**src/rtl/scroll_pkg.sv**
```systemverilog
// Shared types and character codes for the seven-segment message scroller.
// Codes match the downstream digit decoder.
package scroll_pkg;

  typedef enum logic [1:0] {
    S_IDLE,
    S_LOAD,
    S_SCROLL
  } state_e;

  localparam logic [3:0] BLANK_CODE = 4'hF;

  localparam logic [3:0] CHAR_O    = 4'd0;
  localparam logic [3:0] CHAR_T    = 4'd1;
  localparam logic [3:0] CHAR_DASH = 4'd2;
  localparam logic [3:0] CHAR_E    = 4'd3;
  localparam logic [3:0] CHAR_H    = 4'd4;
  localparam logic [3:0] CHAR_L    = 4'd7;
  localparam logic [3:0] CHAR_R    = 4'd8;

endpackage

```
**src/rtl/scroll_prescaler.sv**
```systemverilog
// Scroll-rate prescaler: counts 0..TICK_MAX-1 while run is high and
// strobes step on the terminal count.
module scroll_prescaler #(
  parameter int unsigned TICK_MAX = 50000000
) (
  input  logic clock,
  input  logic reset,
  input  logic run,
  input  logic hold_zero,
  output logic step
);

  localparam int unsigned CW = $clog2(TICK_MAX);

  logic [CW-1:0] cnt_q, cnt_d;

  assign step = run && (cnt_q == CW'(TICK_MAX - 1));

  always_comb begin
    cnt_d = cnt_q;
    if (hold_zero) begin
      cnt_d = '0;
    end else if (step) begin
      cnt_d = '0;
    end else if (run) begin
      cnt_d = cnt_q + CW'(1);
    end
  end

  always_ff @(posedge clock or negedge reset) begin
    if (!reset) begin
      cnt_q <= '0;
    end else begin
      cnt_q <= cnt_d;
    end
  end

endmodule

```
**src/rtl/scroll_msg_source.sv**
```systemverilog
// Loadable message source for the 4-digit scroller: stores a message in a ring
// buffer and emits a sliding 4-character window. Optional macro SCROLL_DIR_EN adds dir.
module scroll_msg_source
  import scroll_pkg::*;
#(
  parameter int unsigned       DEPTH    = 16,
  parameter int unsigned       CHAR_W   = 4,
  parameter int unsigned       TICK_MAX = 50000000,
  parameter logic [CHAR_W-1:0] BLANK    = CHAR_W'(BLANK_CODE)
) (
  input  logic                   clock,
  input  logic                   reset,
  input  logic                   wr_valid,
  output logic                   wr_ready,
  input  logic [CHAR_W-1:0]      wr_char,
  input  logic                   wr_last,
  input  logic                   clear,
  input  logic                   enable,
`ifdef SCROLL_DIR_EN
  input  logic                   dir,
`endif
  output logic [CHAR_W-1:0]      digit3,
  output logic [CHAR_W-1:0]      digit2,
  output logic [CHAR_W-1:0]      digit1,
  output logic [CHAR_W-1:0]      digit0,
  output logic                   step_pulse,
  output logic [$clog2(DEPTH):0] msg_len
);

  localparam int unsigned PW = $clog2(DEPTH);
  localparam int unsigned LW = PW + 1;

  state_e            state_q, state_d;
  logic [LW-1:0]     len_q, len_d;
  logic [PW-1:0]     ptr_q, ptr_d, ptr_step;
  logic [CHAR_W-1:0] mem_q [DEPTH];
  logic [CHAR_W-1:0] dig_q [4];
  logic [CHAR_W-1:0] dig_d [4];
  logic              step_q;
  logic              store, tick, in_scroll;

  // (p + off) mod n for off <= 3 and p < n, without a divider.
  function automatic logic [PW-1:0] ring_idx(logic [PW-1:0] p, logic [1:0] off,
                                             logic [LW-1:0] n);
    logic [LW+1:0] i;
    i = (LW+2)'(p) + (LW+2)'(off);
    for (int k = 0; k < 3; k++) begin
      if (i >= (LW+2)'(n)) i = i - (LW+2)'(n);
    end
    return i[PW-1:0];
  endfunction

  assign in_scroll = (state_q == S_SCROLL);
  assign wr_ready  = !in_scroll;
  // A write coinciding with clear completes the handshake but is discarded.
  assign store     = wr_valid && wr_ready && !clear;

  scroll_prescaler #(
    .TICK_MAX (TICK_MAX)
  ) u_prescaler (
    .clock     (clock),
    .reset     (reset),
    .run       (in_scroll && enable && !clear),
    .hold_zero (!in_scroll || clear),
    .step      (tick)
  );

  always_comb begin
`ifdef SCROLL_DIR_EN
    if (dir) begin
      ptr_step = (ptr_q == '0) ? PW'(len_q - LW'(1)) : ptr_q - PW'(1);
    end else
`endif
    begin
      ptr_step = ((LW'(ptr_q) + LW'(1)) == len_q) ? '0 : ptr_q + PW'(1);
    end
  end

  always_comb begin
    state_d = state_q;
    len_d   = len_q;
    ptr_d   = ptr_q;
    if (clear) begin
      state_d = S_IDLE;
      len_d   = '0;
      ptr_d   = '0;
    end else begin
      case (state_q)
        S_IDLE, S_LOAD: begin
          if (store) begin
            len_d = len_q + LW'(1);
            // A full buffer terminates the message even without wr_last.
            if (wr_last || (len_q == LW'(DEPTH - 1))) begin
              state_d = S_SCROLL;
              ptr_d   = '0;
            end else begin
              state_d = S_LOAD;
            end
          end
        end
        S_SCROLL: begin
          if (tick) ptr_d = ptr_step;
        end
        default: state_d = S_IDLE;
      endcase
    end
  end

  always_comb begin
    for (int k = 0; k < 4; k++) begin
      dig_d[k] = BLANK;
      if (in_scroll && !clear) dig_d[k] = mem_q[ring_idx(ptr_d, 2'(3 - k), len_q)];
    end
  end

  always_ff @(posedge clock or negedge reset) begin
    if (!reset) begin
      state_q <= S_IDLE;
      len_q   <= '0;
      ptr_q   <= '0;
      step_q  <= 1'b0;
      for (int k = 0; k < 4; k++) dig_q[k] <= BLANK;
    end else begin
      state_q <= state_d;
      len_q   <= len_d;
      ptr_q   <= ptr_d;
      step_q  <= tick;
      for (int k = 0; k < 4; k++) dig_q[k] <= dig_d[k];
    end
  end

  always_ff @(posedge clock) begin
    if (store) mem_q[len_q[PW-1:0]] <= wr_char;
  end

  assign digit3     = dig_q[3];
  assign digit2     = dig_q[2];
  assign digit1     = dig_q[1];
  assign digit0     = dig_q[0];
  assign step_pulse = step_q;
  assign msg_len    = len_q;

endmodule

```
**config.mk**
```make
export PLATFORM = sky130hd
export DESIGN_NAME = scroll_msg_source
export DESIGN_NICKNAME = d
export VERILOG_FILES = /design/src/rtl/scroll_pkg.sv /design/src/rtl/scroll_prescaler.sv /design/src/rtl/scroll_msg_source.sv
export SDC_FILE = /design/constraint.sdc
export NUM_CORES = 1
export LEC_CHECK = 0
export BUFFER_PORTS_ARGS = -buffer_cell sky130_fd_sc_hd__buf_4
export CAP_MARGIN = 20
export CORE_MARGIN = 5
export CORE_UTILIZATION = 65
export CTS_CLUSTER_DIAMETER = 40
export DETAILED_ROUTE_END_ITERATION = 12
export PLACE_DENSITY_LB_ADDON = 0.1
export SLEW_MARGIN = 25
export SYNTH_ARGS = -nofsm -noshare
export SYNTH_HDL_FRONTEND = slang
export SYNTH_SLANG_ARGS = --single-unit
```
**constraint.sdc**
```tcl
create_clock -name clock -period 12.05 [get_ports clock]
set_clock_uncertainty 0.1 [all_clocks]
set_input_delay 0.6025 -clock clock [delete_from_list [all_inputs] [get_ports clock]]
set_output_delay 0.6025 -clock clock [all_outputs]
set_load 0.1 [all_outputs]
```
# Word-level counts from Yosys, hierarchy flattened
# Memories as Yosys holds them, arrays and structs flattened.
# Cells that the tools add are included.
# W data, S select, Z words.
# word_totals
register_bits	54
ram_bits	64
inputBits	10
out_inout_bits	23
wordCells	111
n_memories	1
# op_classes
addsub	19
n_lt_le_gt_ge	12
eq_ne	7
n_mux	46
reduce_logical	17
# memory_table
name	depth	word_bits	rd	rd_clocked_by_memory_dff	write_ports	line_no	text
mem_q	16	4	4	0	1	scroll_msg_source.sv:36	logic [CHAR_W-1:0] mem_q [DEPTH];
# ops
operator	count
$mux W7	16
$mux W26	3
$mux W4	17
$ge A7 B5 Y1	8
$sub A7 B5 Y7	4
$add A26 B1 Y26 const B	1
$eq A26 B26 Y1 const B	1
$sub A5 B5 Y6	3
$sub A4 B4 Y4	4
$ge A5 B5 Y1	3
$mux W5	3
$add A4 B1 Y5 const B	2
$add A4 B2 Y5 const B	2
$pmux W4 S2	1
$logic_and A1 B1 Y1	6
$mux W2	3
$sub A4 B5 Y6	1
$add A5 B1 Y5 const B	1
$eq A5 B4 Y1 const B	1
$eq A5 B5 Y1	1
$ge A4 B5 Y1	1
$add A4 B1 Y4 const B	1
$pmux W2 S2	1
$reduce_and A2 Y1	2
11 further kinds	15

# Depth between registers and ports, before layout
# An unclocked memory read counts as a cell.
# depth
depth_word	19
depth_mapped	42
mapped_depth_nobuf	35

# Cells and area by module
# From an unflattened synthesis, not the netlist that was laid out.
# hier_totals
hier_cells	1101
hier_area_um2	10566.4
# modules_own_cells
module	n_inst	cells_each	area_each_um2	seq_area_each_um2
scroll_msg_source	1	949	9121.2	2642.5
scroll_prescaler	1	152	1445.1	650.6

# Worst setup path after synthesis
# OpenSTA, ideal clock, no wires.
# synth_timing
path_kind	flip-flop to flip-flop
from	reg len_q[1] (netlist: msg_len[1])
to	reg dig_q, in the netlist digit2[1]
setup_time_ns	0.087
t_arrival_ns	9.406
required_ns	11.863
setup_slack_ns	2.457
stages_incl_launch_ff	37
path_buffers	3
path_cell_list	dfrtp_1 ha_1 and3_1 ha_1 or2_2 a21oi_1 clkbuf_1 o21ai_1 inv_1 ha_1 o211ai_1 xnor2_1 ha_1 and3_1 and3_1 nor3_1 o21ai_0 o22a_1 ha_1 nand2b_1 a211oi_1 o31ai_1 a21oi_1 mux2_2 ha_1 nand2b_1 a21o_1 a211o_1 a221oi_1 o21ai_0 o21ai_1 clkbuf_1 clkbuf_1 mux2i_1 mux2i_1 mux2i_1 a2bb2oi_1
# synth_rtl
item	line_no	text
from (decl)	scroll_msg_source.sv:34	logic [LW-1:0] len_q, len_d;
from (signal assigned)	scroll_msg_source.sv:125	len_q <= len_d;
to (decl)	scroll_msg_source.sv:37	logic [CHAR_W-1:0] dig_q [4];

==> metrics.md <==
| Metric | Value |
|---|---|
| Status | `complete, no violations` |
| Initial Utilization | `0.655` |
| Max Transition Viols Final | `0` |
| Worst EP arrival | `between 10 and 15 ns` |
| R2r setup slk | `about 0.86 ns` |
| Die area | `19900 um2` |
| Share of cells above drive strength 1 | `0.106` |
| CTS buffer count | `17` |
| Die width | `141 um` |
| Post-synth top area share | `0.172` |
| Clk buf depth | `2` |
| CTS sink count | `around 120` |
| Register area share after synthesis | `0.295` |
| Crit-path max FO | `22` |
| DRC viols | `0` |
| Setup CP Type | `flip-flop to flip-flop` |
| FILL cells | `around 1400` |
| Crit. Startpoint | `u_prescaler.cnt_q[0]` |
| Largest net degree at the start of global routing | `55` |
| Part of the cycle the worst path needs | `0.929` |
| Worst-margin pin slew | `0.965 ns` |
| Crit path launch type | `flip-flop` |
| I/O pin cnt | `33` |
| Dominant cell type by area after synthesis | `edfxtp_1` |
| Initial antenna violation count | `0` |
| Fin Setup TNS | `0 ns` |
| Syn Inst Count | `between 1000 and 1500` |
| Clock transition at path regs | `about 0.070 ns` |
| Synth Warn # | `0` |
| Predominant post-synthesis flop cell | `edfxtp_1` |
| IO Port Bufs | `32` |
| Power Dens Cells | `between 200 and 300 nW/um2` |
| Syn_nets | `between 1000 and 1500` |
| DR vias/cell | `7.02` |
| Placed instance area | `between 10000 and 15000 um2` |
| Initial DRC count | `roughly 1400` |
| Worst path slowest cell | `a211oi_1` |
| CTS H-tree lvls | `4` |
| Ant diodes | `0` |
| Commonest non-fill, non-tap cells in the layout | `nand2_1 (133), o21ai_0 (93), nor2_1 (86)` |
| Postcts setup bufs | `0` |
| Routed wire per std cell | `~23 um` |
| Worst r2r src | `u_prescaler.cnt_q[0]` |
| Rows | `48` |
| Avg Cell Area, Syn | `between 8 and 9 um2` |
| Minimum clock period | `around 11 ns` |
| First-pass GRT wire length | `~55 mm` |
| GRT Overall Usage | `0.346` |
| DP Wirelength | `around 25 mm` |
| Vias in the first global route | `between 10000 and 15000` |
| Total Wirelength | `about 35 mm` |
| Worst skew pair latency | `around 0.44 ns` |
| Lkg Pwr | `slightly below 0.005 uW` |
| Worst Hold Class | `input port to async pin` |
| Post-DRT Antenna Nets | `0` |
| Final nets | `between 1000 and 1500` |
| Crit path top cell by count | `ha_1` |
| VDD IR max | `roughly 0.22 mV` |
| CTS Root Cell | `clkbuf_16` |
| Commonest non-fill, non-tap cell in the layout | `nand2_1` |
| Congestion Overflow GR | `0` |
| CP Capture Type | `flip-flop` |
| Die Span Y | `141 um` |
| Worst rel slew slack | `0.355` |
| RR Endpoint | `digit0[2]` |
| Cts repair resizes | `0` |
| Critical Path RT | `about 12 ns` |
| Peak Freq | `89.4 MHz` |
| Largest stage delay on the critical path | `slightly above 0.8 ns` |
| Total vias in the final route | `~11000` |
| Post-synthesis cell type count | `88` |
| Fraction of registers with async set/reset | `0.458` |
| Design Area, Final | `12100 um2` |
| Max-cap violations | `0` |
| Pre-Repair DR Iteration Count | `6` |
| Synthesized area | `around 11000 um2` |
| Core area | `~17000 um2` |
| Post-synth EDFFs | `64` |
| TritonCTS clock tree | `built` |
| RePlAce Congestion | `between 1 and 1.5` |
| Cts hold-fix bufs | `0` |
| Critical Path Sink | `digit0[2]` |
| Synth top area cells | `edfxtp_1 (17%), dfrtp_1 (8.5%), ha_1 (7.5%)` |
| RSZ-0062 raised after global routing | `no` |
| Endpoints failing setup | `0` |
| Register bit total from synthesis | `118` |
| Count of final hold-check violations | `0` |
| Layout area overhead | `8.59%` |
| Reg2Reg Depth | `32` |
critical path: cells and delay by family (launching register included):
family / cells / cell delay, ns
xor+xnor: 1 / 0.18
mux: 1 / 0.42
buf+inv: 1 / 0.30
compound gates: 16 / 5.18
flops: 1 / 0.42
fa+ha+maj: 5 / 1.60
simple gates: 8 / 2.90
cells by family after synthesis:
group	Yosys count	share of synthesized area
buffers and inverters	106	0.0399
and+or+nand+nor	443	0.200
muxes	92	0.0844
adders and majority gates	79	0.0965
DFF	118	0.295
xor gates and xnor gates	42	0.0329
AOI/OAI and AO/OA	407	0.251
how the worst min path moves through the flow:
| stage | cells after the start | startpoint | to | slack (ns) |
|---|---|---|---|---|
| 6_report | 1 | reset | ptr_q[3] | 0.18 |
| 5_1_grt | 1 | reset | ptr_q[3] | 0.23 |
| 4_1_cts | 1 | reset | ptr_q[3] | 0.16 |
| 3_5_place_dp | 1 | u_prescaler.cnt_q[25] | u_prescaler.cnt_q[25] | 0.39 |
| 3_3_place_gp | 1 | state_q[1] | state_q[0] | 0.38 |
| 2_1_floorplan | 0 | reset | msg_len[0] | 0.21 |
area by class of cell:
class / instances / area, um2 / area share
Sequential cell: 118 / 3290 / 0.271
Timing Repair Buffer: 47 / 353 / 0.0291
Clock buffer: 17 / 425 / 0.0351
Multi-Input combinational cell: 1063 / 7450 / 0.614
Clock inverter: 15 / 149 / 0.0123
Inverter: 47 / 176 / 0.0145
Tap cell: 225 / 282 / 0.0232
stage by stage:
stage          setup WS (ns)  hold slack [ns]  std cells  total power (uW)  utilization
6_report               0.860            0.179       1532              3100        0.711
3_5_place_dp           0.983            0.390       1500              2530        0.678
2_1_floorplan           2.46            0.207       1287              2170            -
3_3_place_gp           0.884            0.379       1499              2490        0.677
4_1_cts                 1.06            0.161       1532              3040        0.711
5_1_grt                0.201            0.229       1532              3270        0.711
where the power goes:
part | switching [uW] | internal [uW] | total [uW]
registers | 11.4 | 454 | 465
clock network | 226 | 275 | 501
logic | 1330 | 802 | 2130
state kept, by name, indices dropped and copies added, names as in the netlist:
signal and count:
ptr_q 4, digit0 4, digit3 4, msg_len 5, u_prescaler.cnt_q 26, digit2 4
digit1 4, step_pulse 1, mem_q 64, state_q 2
synth_stat cells, types with 14 or more instances:
library cell	n
a31oi_1	15
and3_1	31
a211o_1	15
inv_1	47
nor3_1	16
a211oi_1	33
dfstp_2	16
o31ai_1	15
xnor2_1	30
a21oi_1	75
mux2i_1	77
mux2_2	14
nand3_1	47
nor2_1	87
dfrtp_1	38
o21ai_0	93
edfxtp_1	64
a21o_1	19
nor2b_1	15
nand2_1	133
clkbuf_1	44
ha_1	67
nand4_1	18
nand2b_1	23
metal layers:
metal,up-vias,share of wire,GRT usage
li1,4916,-,-
met1,5051,0.42,0.496
met2,693,0.43,0.504
met3,88,0.13,0.108
met4,0,0.019,0.0994
met5,-,0,0
(Power assumes the default switching activity.)
